===== src/rtl/msx_mem_arbiter.sv =====
// Arbiter sharing the external memory port between the download writer, CPU slots and
// save/load DMA; each access is held for a fixed target latency and acknowledged for one cycle.
module msx_mem_arbiter #(
  parameter int unsigned SDRAM_LAT  = 4,
  parameter int unsigned BRAM_LAT   = 2,
  parameter int unsigned STARVE_MAX = 8
) (
  input  logic        clk21m,
  input  logic        reset,
  input  logic        dl_req,
  input  logic [26:0] dl_addr,
  input  logic [7:0]  dl_wdata,
  output logic        dl_ack,
  input  logic        cpu_req,
  input  logic        cpu_sdram,
  input  logic [26:0] cpu_addr,
  input  logic        cpu_rnw,
  input  logic [7:0]  cpu_wdata,
  output logic        cpu_ack,
  output logic [7:0]  cpu_rdata,
  output logic        cpu_wait_n,
  input  logic        sv_req,
  input  logic        sv_sdram,
  input  logic [26:0] sv_addr,
  input  logic        sv_rnw,
  input  logic [7:0]  sv_wdata,
  output logic        sv_ack,
  output logic [7:0]  sv_rdata,
  output logic [26:0] ram_addr,
  output logic [7:0]  ram_din,
  output logic        ram_rnw,
  output logic        sdram_ce,
  output logic        bram_ce,
  input  logic [7:0]  ram_dout
);

  if (SDRAM_LAT < 1 || SDRAM_LAT > 15 || BRAM_LAT < 1 || BRAM_LAT > 15 ||
      STARVE_MAX < 1 || STARVE_MAX > 15) begin : g_bad_param
    $error("msx_mem_arbiter: SDRAM_LAT, BRAM_LAT and STARVE_MAX must be in 1..15");
  end

  typedef enum logic [1:0] {S_IDLE, S_ACCESS, S_DONE} state_t;
  typedef enum logic [1:0] {W_DL, W_CPU, W_SV} who_t;

  localparam logic [3:0] SD_CNT     = 4'(SDRAM_LAT - 1);
  localparam logic [3:0] BR_CNT     = 4'(BRAM_LAT - 1);
  localparam logic [3:0] STARVE_TOP = 4'(STARVE_MAX);

  state_t      state_q, state_d;
  who_t        who_q, who_d;
  logic [3:0]  cnt_q, cnt_d;
  logic [3:0]  starve_q, starve_d;
  logic [26:0] addr_q, addr_d;
  logic [7:0]  din_q, din_d;
  logic        rnw_q, rnw_d;
  logic        sdce_q, sdce_d;
  logic        brce_q, brce_d;
  logic [7:0]  cpu_rd_q, cpu_rd_d;
  logic [7:0]  sv_rd_q, sv_rd_d;
  logic        sv_first, gnt_cpu, gnt_sv;

  always_ff @(posedge clk21m or posedge reset) begin
    if (reset) begin
      state_q  <= S_IDLE;
      who_q    <= W_DL;
      cnt_q    <= '0;
      starve_q <= '0;
      addr_q   <= '0;
      din_q    <= '0;
      rnw_q    <= 1'b1;
      sdce_q   <= 1'b0;
      brce_q   <= 1'b0;
      cpu_rd_q <= '0;
      sv_rd_q  <= '0;
    end else begin
      state_q  <= state_d;
      who_q    <= who_d;
      cnt_q    <= cnt_d;
      starve_q <= starve_d;
      addr_q   <= addr_d;
      din_q    <= din_d;
      rnw_q    <= rnw_d;
      sdce_q   <= sdce_d;
      brce_q   <= brce_d;
      cpu_rd_q <= cpu_rd_d;
      sv_rd_q  <= sv_rd_d;
    end
  end

  always_comb begin
    state_d  = state_q;
    who_d    = who_q;
    cnt_d    = cnt_q;
    addr_d   = addr_q;
    din_d    = din_q;
    rnw_d    = rnw_q;
    sdce_d   = sdce_q;
    brce_d   = brce_q;
    cpu_rd_d = cpu_rd_q;
    sv_rd_d  = sv_rd_q;
    gnt_cpu  = 1'b0;
    gnt_sv   = 1'b0;
    // A starved sv overtakes cpu but never dl.
    sv_first = (starve_q == STARVE_TOP) && sv_req;
    case (state_q)
      S_IDLE: begin
        if (dl_req) begin
          who_d   = W_DL;
          addr_d  = dl_addr;
          din_d   = dl_wdata;
          rnw_d   = 1'b0;
          sdce_d  = 1'b1;
          cnt_d   = SD_CNT;
          state_d = S_ACCESS;
        end else if (cpu_req && !sv_first) begin
          gnt_cpu = 1'b1;
          who_d   = W_CPU;
          addr_d  = cpu_addr;
          din_d   = cpu_wdata;
          rnw_d   = cpu_rnw;
          sdce_d  = cpu_sdram;
          brce_d  = !cpu_sdram;
          cnt_d   = cpu_sdram ? SD_CNT : BR_CNT;
          state_d = S_ACCESS;
        end else if (sv_req) begin
          gnt_sv  = 1'b1;
          who_d   = W_SV;
          addr_d  = sv_addr;
          din_d   = sv_wdata;
          rnw_d   = sv_rnw;
          sdce_d  = sv_sdram;
          brce_d  = !sv_sdram;
          cnt_d   = sv_sdram ? SD_CNT : BR_CNT;
          state_d = S_ACCESS;
        end
      end
      S_ACCESS: begin
        if (cnt_q == '0) begin
          if (rnw_q) begin
            if (who_q == W_CPU) cpu_rd_d = ram_dout;
            else if (who_q == W_SV) sv_rd_d = ram_dout;
          end
          sdce_d  = 1'b0;
          brce_d  = 1'b0;
          state_d = S_DONE;
        end else begin
          cnt_d = cnt_q - 1'b1;
        end
      end
      S_DONE: begin
        rnw_d   = 1'b1;
        state_d = S_IDLE;
      end
      default: state_d = S_IDLE;
    endcase

    starve_d = starve_q;
    if (!sv_req || gnt_sv) starve_d = '0;
    else if (gnt_cpu && starve_q != STARVE_TOP) starve_d = starve_q + 1'b1;
  end

  assign dl_ack     = (state_q == S_DONE) && (who_q == W_DL);
  assign cpu_ack    = (state_q == S_DONE) && (who_q == W_CPU);
  assign sv_ack     = (state_q == S_DONE) && (who_q == W_SV);
  assign cpu_wait_n = !(cpu_req && !cpu_ack);
  assign cpu_rdata  = cpu_rd_q;
  assign sv_rdata   = sv_rd_q;
  assign ram_addr   = addr_q;
  assign ram_din    = din_q;
  assign ram_rnw    = rnw_q;
  assign sdram_ce   = sdce_q;
  assign bram_ce    = brce_q;

endmodule


===== config.mk =====
export PLATFORM = sky130hd
export DESIGN_NAME = msx_mem_arbiter
export DESIGN_NICKNAME = d
export VERILOG_FILES = /design/src/rtl/msx_mem_arbiter.sv
export SDC_FILE = /design/constraint.sdc
export NUM_CORES = 1
export LEC_CHECK = 0
export ABC_CLOCK_PERIOD_IN_PS = 3100
export BUFFER_PORTS_ARGS = -buffer_cell sky130_fd_sc_hd__buf_2
export CORE_MARGIN = 5
export CORE_UTILIZATION = 30
export CTS_CLUSTER_DIAMETER = 60
export DETAILED_ROUTE_END_ITERATION = 8
export GPL_ROUTABILITY_DRIVEN = 0
export GPL_TIMING_DRIVEN = 0
export SYNTH_ARGS = -nofsm -noshare
export SYNTH_HDL_FRONTEND = slang
export SYNTH_SLANG_ARGS = --single-unit

===== constraint.sdc =====
create_clock -name clk21m -period 3.1 [get_ports clk21m]
set_clock_uncertainty 0.1 [all_clocks]
set_input_delay 0.62 -clock clk21m [delete_from_list [all_inputs] [get_ports clk21m]]
set_output_delay 0.62 -clock clk21m [all_outputs]
set_load 0.005 [all_outputs]

==> metrics.txt, run 1 <==
outcome finished, final reports clean; die boundary width 115.1 um; synthesized area 3311 um2; hpwl dp 7691 um; Worst slew margin 45.14%; DR vias 3134; grt met1 use 20.54%; Max H-tree Level 3; initial antenna violation count 0; cells on worst reg2reg path 7; CORE AREA 10840 um2; largest fanout on the critical path 8; post-route ant nets 0; DRC 0; GR Util All Layers 15.29%; # IOs 180; TritonCTS clock tree done; root buf cell clkbuf_8; reg2reg start cnt_q[0]; post-CTS setup buffers 0; drt first-iter violations 119; most common cell after layout, fill and taps aside buf_2; nets@finish 629; FF/Latch Area 1653 um2; Arrival @ worst endpoint 1.54 ns; grt total ovfl 0; Synth-to-Final Area Change 37.94%; clk sinks 66; commonest cells after routing, fill and taps aside 187 x buf_2, 65 x dfrtp_1, 38 x nand2_1; dpl ws 0.6919 ns; RSZ-0062 raised after global routing false; max-cap violation count 0; EDFF count, synth 0; Synth Flop Type dfrtp_1; wire length per cell 15.69 um; Post-Route Utilization 42.13%; cell count after placement 633; met3 Use GR 4.158%; met2 usage 24.61%; cts bufs inserted 9; worst setup path class register to output port; PostCTS Resize Cnt 0; Final setup viols 0; Pins Over Slew Limit 0; fmax 442.3 MHz; Crit path required time 2.38 ns; final wirelength 10180 um; clock latency on the worst-skew pair 0.34 ns; multi-input logic area 1524 um2; total power 3.610 mW; leak pwr 2.317 nW; PD cells 790.6 nW/um2; Netlist cell types 43; Clock Pin Slew Worst Setup and Hold Paths 0.08 ns; Die Y 115.1 um; Final Hold Fails 0; layout cells sized above 1 44.40%; Worst setup EP type output port; number of global-route vias before repair 3187; CP Launch Type register; GRT Max-Usage Layer met2; FF-to-FF setup slack 0.97 ns; TritonRoute pass-1 iters 4; setup ws final 0.8392 ns; Worst R2R End sv_rdata[4]; synthesized instance count 314; Inserted Diodes 0; synthesis warning total 0; Final min period 2.261 ns; pin count of the biggest net entering global routing 67; clk buf depth 2; async set or reset register ratio after synthesis 100.0%; Seq/Total Area, Yosys 49.92%; Rows 38; hold slack 0.3504 ns; Synth Net Count 439; # hold bufs at CTS 0; die area 13240 um2; first-pass GRT wire length 16100 um; Port Buffers 179; flops & latches, synth 66; worst vdd ir 0.3111 mV; via/cell ratio 4.829; Worst Tran Pin Value 0.8228 ns; worst hold path type input pin to asynchronous set/reset pin; Initial Util 30.54%; Post-Syn Area per Cell 10.54 um2; Final Non-Filler Cells 649; Final Cycle Share 72.93%; Layout fillers 1095
[where the power goes]
group	internal [mW]	switching, mW
Combinational	0.722	0.727
Clock	0.337	0.337
Sequential	1.26	0.233
Total	2.31	1.30
[synthesized netlist by cell type, types with 2 or more instances]
library cell	instances	share of area [%]
mux2_2	16	5.4
mux2i_1	29	8.8
xor2_1	3	0.79
o21ai_0	4	0.60
nand2b_1	3	0.57
buf_6	2	0.68
o211ai_1	28	6.3
nor3_1	4	0.60
inv_1	8	0.91
nand4_1	9	1.7
dfrtp_1	65	49
clkbuf_1	7	0.79
a31oi_1	2	0.38
a21oi_1	11	1.7
buf_2	8	1.2
nand4b_2	2	0.91
buf_1	2	0.23
nand2_1	38	4.3
ha_1	3	1.1
nor3b_1	3	0.68
nor2_1	8	0.91
a221o_1	7	2.1
nand3_1	32	4.8
[stage by stage]
step	cell area, um2	TNS, ns
finish	4567	0
global route	4567	0
CTS	4567	0
detailed placement	4384	0
global placement	4382	-9.443
floorplan	3311	0
[logic make-up (layout without fill, tap and decap cells)]
family	Yosys count	count (layout)	synth area share, %
AOI/OAI and AO/OA	60	60	13.04
xor gates and xnor gates	4	4	1.058
adders and majority gates	3	3	1.134
buffers and inverters	28	223	4.044
DFF	66	66	49.92
muxes	45	45	14.21
and+or+nand+nor	108	108	16.59
[worst max-delay path by stage]
stage | end | slack [ns] | start | cells after the start
CTS | cpu_wait_n | 0.82 | state_q[0] | 4
detailed placement | ram_addr[23] | 0.69 | sv_req | 5
finish | cpu_wait_n | 0.84 | state_q[0] | 4
floorplan | bram_ce | 0.73 | reset | 1
global placement | ram_addr[10] | -0.15 | reset | 2
global route | cpu_wait_n | 0.72 | state_q[0] | 4
[final cells by class]
cell class	instances	share of cell area, %
flip-flops and latches	66	36.19
multi-input cells	220	33.37
repair buffers	179	19.62
well taps	140	3.836
clock buffers	13	3.479
plain buffers	20	2.274
inverters	8	0.7123
clock inverters	3	0.5205
[worst max-delay path: stages (launching register included)]
cell and delay [ns]:
dfrtp_1 0.45, nand2b_1 0.21, nor3b_1 0.27, nand2b_1 0.15, buf_2 0.12
[registers in the layout, indices dropped and copies added, names as in the netlist]
signal,flops
ram_din,8
ram_rnw,1
state_q,2
cnt_q,4
sdram_ce,1
bram_ce,1
cpu_rdata,8
sv_rdata,8
ram_addr,27
who_q,2
starve_q,4
[routing by layer]
layer	wire (um)	up-vias
li1	-	1538
met1	4444	1469
met2	4880	119
met3	771	8
met4	85	0
met5	0	-
Power figures use the tool's default switching activity.
==> run 2, diff against run 1 <==
--- a/config.mk
+++ b/config.mk
@@ -5,7 +5,7 @@
 export SDC_FILE = /design/constraint.sdc
 export NUM_CORES = 1
 export LEC_CHECK = 0
-export ABC_CLOCK_PERIOD_IN_PS = 3100
+export ABC_CLOCK_PERIOD_IN_PS = 2100
 export BUFFER_PORTS_ARGS = -buffer_cell sky130_fd_sc_hd__buf_2
 export CORE_MARGIN = 5
 export CORE_UTILIZATION = 30
==> constraint.sdc (replaced) <==
create_clock -name clk21m -period 2.1 [get_ports clk21m]
set_clock_uncertainty 0.1 [all_clocks]
set_input_delay 0.42 -clock clk21m [delete_from_list [all_inputs] [get_ports clk21m]]
set_output_delay 0.42 -clock clk21m [all_outputs]
set_load 0.005 [all_outputs]
==> run 2 against run 1 <==
Largest cell class unchanged. Global-route usage down 0.19 points. Clock-buffer cell count unchanged. Via count about the same. First-iteration DRC count down 1.7%. Non-clock buffer count up 1. Sequential cell count unchanged. Sequential power up 48%. Utilization up 0.99 points.
==> metrics.txt, run 2 (same netlist as run 1, synthesis figures left out) <==
Worst setup EP type output port; CP Launch Type register; Final Non-Filler Cells 650; cells on worst reg2reg path 7; multi-input logic area 1568 um2; Worst Tran Pin Value 0.5988 ns; Post-Route Utilization 43.12%; final wirelength 10130 um; cell count after placement 634; initial antenna violation count 0; hold slack 0.05168 ns; wire length per cell 15.58 um; leak pwr 2.380 nW; Final Cycle Share 95.64%; worst hold path type input pin to asynchronous set/reset pin; commonest cells after routing, fill and taps aside 186 x buf_2, 65 x dfrtp_1, 38 x nand2_1; most common cell after layout, fill and taps aside buf_2; PD cells 1182 nW/um2; max-cap violation count 0; Final Hold Fails 0; Setup TNS Final 0 ns; Arrival @ worst endpoint 1.49 ns; Inserted Diodes 0; CORE AREA 10840 um2; Layout fillers 1095; post-route ant nets 0; Max H-tree Level 3; clk buf depth 2; grt total ovfl 0; largest fanout on the critical path 8; Pins Over Slew Limit 0; outcome finished, final reports clean; Synth-to-Final Area Change 41.19%; drt first-iter violations 117; GR Util All Layers 15.11%; via/cell ratio 4.825; die area 13240 um2; DRC 0; DR vias 3136; Die Y 115.1 um; Final setup viols 0; post-CTS setup buffers 0; Initial Util 30.54%; Port Buffers 179; die boundary width 115.1 um; Worst R2R End cnt_q[1]; first-pass GRT wire length 15960 um; Worst slew margin 59.99%; # IOs 180; worst vdd ir 0.4527 mV; TritonCTS clock tree done; TritonRoute pass-1 iters 4; Final min period 2.008 ns; number of global-route vias before repair 3349; nets@finish 630; root buf cell clkbuf_8; dpl ws -0.05144 ns; Crit path required time 1.58 ns; Rows 38; worst setup path class register to output port; RSZ-0062 raised after global routing false; FF/Latch Area 1653 um2; # hold bufs at CTS 0; fmax 497.9 MHz; reg2reg start starve_q[0]; setup ws final 0.09160 ns; hpwl dp 7856 um; Clock Pin Slew Worst Setup and Hold Paths 0.08 ns; cts bufs inserted 9; pin count of the biggest net entering global routing 41; layout cells sized above 1 46.67%; clock latency on the worst-skew pair 0.33 ns; Largest register FFs 27; clk sinks 66; FF-to-FF setup slack 0.12 ns
-- run 2: cell types whose count changed in the layout (fill, tap and decap cells not counted), sizes merged --
cell and delta:
bufinv +1, inv -1, clkbuf +1
-- run 2: worst max-delay path by stage --
stage / end / from / cells after the start
after floorplan: sv_rdata[0] / cnt_q[0] / 7
after global placement: ram_din[7] / sv_req / 5
after detailed placement: ram_addr[24] / state_q[0] / 5
after CTS: sv_rdata[3] / cnt_q[0] / 7
after global routing: cpu_wait_n / state_q[0] / 4
final: cpu_wait_n / state_q[0] / 4
-- run 2: layout make-up --
type | instances | share of cell area (%)
flip-flops and latches | 66 | 35.36
well taps | 140 | 3.747
multi-input cells | 220 | 33.54
clock buffers | 13 | 3.613
repair buffers | 180 | 19.59
inverters | 8 | 0.7227
plain buffers | 20 | 2.436
clock inverters | 3 | 0.9904
-- run 2: stage by stage --
stage	total power [mW]	cell area, um2
2_1_floorplan	3.397	3314
3_3_place_gp	4.350	4385
3_5_place_dp	4.424	4405
4_1_cts	5.577	4627
5_1_grt	5.971	4674
6_report	5.524	4674
-- run 2: critical path, stage by stage, from the launching register on --
cell and delay, ns:
dfrtp_1 0.47, nand2b_1 0.22, nor3b_2 0.21, nand2b_1 0.12, buf_2 0.12
-- run 2: routing by layer --
| layer | GRT usage (%) | vias up | share of wire [%] |
|---|---|---|---|
| met2 | 24.69 | 113 | 49 |
| met1 | 19.89 | 1480 | 43 |
| li1 | - | 1531 | - |
| met3 | 3.053 | 12 | 6.3 |
| met5 | 0 | - | 0 |
| met4 | 5.399 | 0 | 1.2 |
-- run 2: power breakdown --
group	leakage (nW)	internal [mW]	switching [mW]	total (mW)
Combinational	1.46	1.09	1.09	2.18
Sequential	0.812	1.85	0.358	2.21
Clock	0.106	0.649	0.483	1.13
Total	2.38	3.59	1.93	5.52
-- run 2: repair_timing --
action                                 4_1_cts  5_1_grt
endpoints found under the hold margin        0        0
gates resized for setup                      3       12
setup endpoints to repair                   33       40
==> run 3, diff against run 2 <==
--- a/config.mk
+++ b/config.mk
@@ -7,12 +7,12 @@
 export LEC_CHECK = 0
 export ABC_CLOCK_PERIOD_IN_PS = 2100
 export BUFFER_PORTS_ARGS = -buffer_cell sky130_fd_sc_hd__buf_2
-export CORE_MARGIN = 5
-export CORE_UTILIZATION = 30
+export CORE_UTILIZATION = 42
 export CTS_CLUSTER_DIAMETER = 60
 export DETAILED_ROUTE_END_ITERATION = 8
 export GPL_ROUTABILITY_DRIVEN = 0
 export GPL_TIMING_DRIVEN = 0
+export PLACE_DENSITY = 0.76
 export SYNTH_ARGS = -nofsm -noshare
 export SYNTH_HDL_FRONTEND = slang
 export SYNTH_SLANG_ARGS = --single-unit
==> run 3 against run 2 <==
Maximum frequency up 1.5%. Clock power down 6%. Cell area decreased by 1.6%. Die area decreased by 38%. Utilization increased by 17 points. Sequential share of layout area is 0.56 points higher. Non-clock buffer count unchanged. Sequential power about the same. Highest routed layer unchanged.
==> metrics.txt, run 3 (same netlist as run 1, synthesis figures left out) <==
hpwl dp 6675 um; initial antenna violation count 0; cell area after layout 4602 um2; Crit path required time 2.19 ns; clock latency on the worst-skew pair 0.33 ns; DR vias 3173; root buf cell clkbuf_8; leak pwr 2.367 nW; Worst Tran Pin Value 0.6293 ns; Final Hold Fails 0; clk buf depth 2; Pins Over Slew Limit 0; Clock Pin Slew Worst Setup and Hold Paths 0.07 ns; outcome finished, final reports clean; Max H-tree Level 3; pin count of the biggest net entering global routing 39; die area 8242 um2; cell count after placement 596; commonest cells after routing, fill and taps aside 186 x buf_2, 65 x dfrtp_1, 38 x nand2_1; largest fanout on the critical path 10; Crit path top cell by count buf_4; Initial Util 43.07%; CORE AREA 7687 um2; Final Non-Filler Cells 612; Die Y 90.79 um; Port Buffers 179; CP Cell Sequence inv_1 -> ha_1 -> nand4b_1 -> nand2_1 -> buf_4 -> buf_4 -> mux2i_1 -> o211ai_1; Worst setup EP type register; Layout fillers 681; fmax 505.3 MHz; clk sinks 66; delay-heaviest family, CP buffers and inverters; dpl ws -0.04627 ns; cts bufs inserted 9; TritonRoute pass-1 iters 7; placed inst area 4358 um2; FF/Latch Area 1653 um2; PD cells 1180 nW/um2; first-pass GRT wire length 14460 um; layout cells sized above 1 45.88%; setup ws final 0.1211 ns; CP max-delay cell dfrtp_1; Arrival @ worst endpoint 2.07 ns; most common cell after layout, fill and taps aside buf_2; via/cell ratio 5.185; final wirelength 8873 um; # IOs 180; Setup TNS Final 0 ns; worst setup path class register to register; wire length per cell 14.50 um; grt total ovfl 0; worst vdd ir 0.4439 mV; Final Cycle Share 94.23%; DRC 0; Final setup viols 0; number of global-route vias before repair 3066; multi-input logic area 1567 um2; Worst slew margin 57.45%; Final min period 1.979 ns; post-route ant nets 0; GR Util All Layers 22.21%; TritonCTS clock tree done; max-cap violation count 0; Rows 32; Largest register FFs 27; CP Launch Type register; worst hold path type input pin to asynchronous set/reset pin; Inserted Diodes 0; nets@finish 630; Crit path buffers/inverters 3; post-CTS setup buffers 0; drt first-iter violations 146; Critical Path Max Stage Delay 0.40 ns; Synth-to-Final Area Change 39.00%; die boundary width 90.79 um
run 3: changes by cell type in the layout (fill, tap and decap cells not counted):
cell | before | now
clkinv_4 | 1 | 0
clkinvlp_4 | 2 | 1
nor4b_1 | 0 | 1
clkinv_2 | 0 | 1
clkbuf_1 | 6 | 9
buf_4 | 1 | 2
nor4b_2 | 1 | 0
clkbuf_2 | 3 | 1
a211oi_2 | 0 | 1
buf_6 | 3 | 2
buf_1 | 1 | 2
a211oi_1 | 1 | 0
clkbuf_8 | 12 | 11
run 3: area by class of cell:
type / instances / share of cell area [%]
Tap cell: 102 / 2.773
Buffer: 20 / 2.338
Inverter: 8 / 0.7341
Clock inverter: 2 / 0.7613
Multi-Input combinational cell: 220 / 34.04
Sequential cell: 66 / 35.92
Timing Repair Buffer: 180 / 19.90
Clock buffer: 14 / 3.535
run 3: through the flow:
step	hold slack, ns	power, mW	utilization [%]
2_1_floorplan	0.3903	3.397	-
3_3_place_gp	0.3760	4.262	56.43
3_5_place_dp	0.3849	4.360	56.69
4_1_cts	0.07327	5.437	59.29
5_1_grt	0.1059	5.828	59.86
6_report	0.06346	5.429	59.86
run 3: worst paths after layout:
check | startpoint | end | slack (ns) | cells past startpoint
worst max-delay path | starve_q[0] | ram_addr[21] | 0.12 | 8
worst min-delay path | reset | cpu_rdata[3] | 0.06 | 2
worst max register to register | starve_q[0] | ram_addr[21] | 0.12 | 8
worst min register to register | ram_addr[1] | ram_addr[1] | 0.40 | 2
max in group asynchronous | reset | ram_rnw | 1.18 | 3
min in group clk21m | sv_addr[18] | ram_addr[18] | 0.21 | 2
run 3: power breakdown:
part	switching, mW	internal, mW
Sequential	0.348	1.86
Clock	0.446	0.614
Combinational	1.08	1.09
run 3: layer usage:
| metal | GRT usage [%] | share of wire (%) |
|---|---|---|
| met1 | 27.80 | 44 |
| met2 | 38.64 | 49 |
| met3 | 3.704 | 5.2 |
| met4 | 7.804 | 1.1 |
| met5 | 0 | 0 |
run 3: repair_timing:
action | in CTS | in global routing
hold buffers | 0 | 0
endpoints found under the setup margin | 16 | 47
resized for setup | 1 | 11
pin swaps | 0 | 0
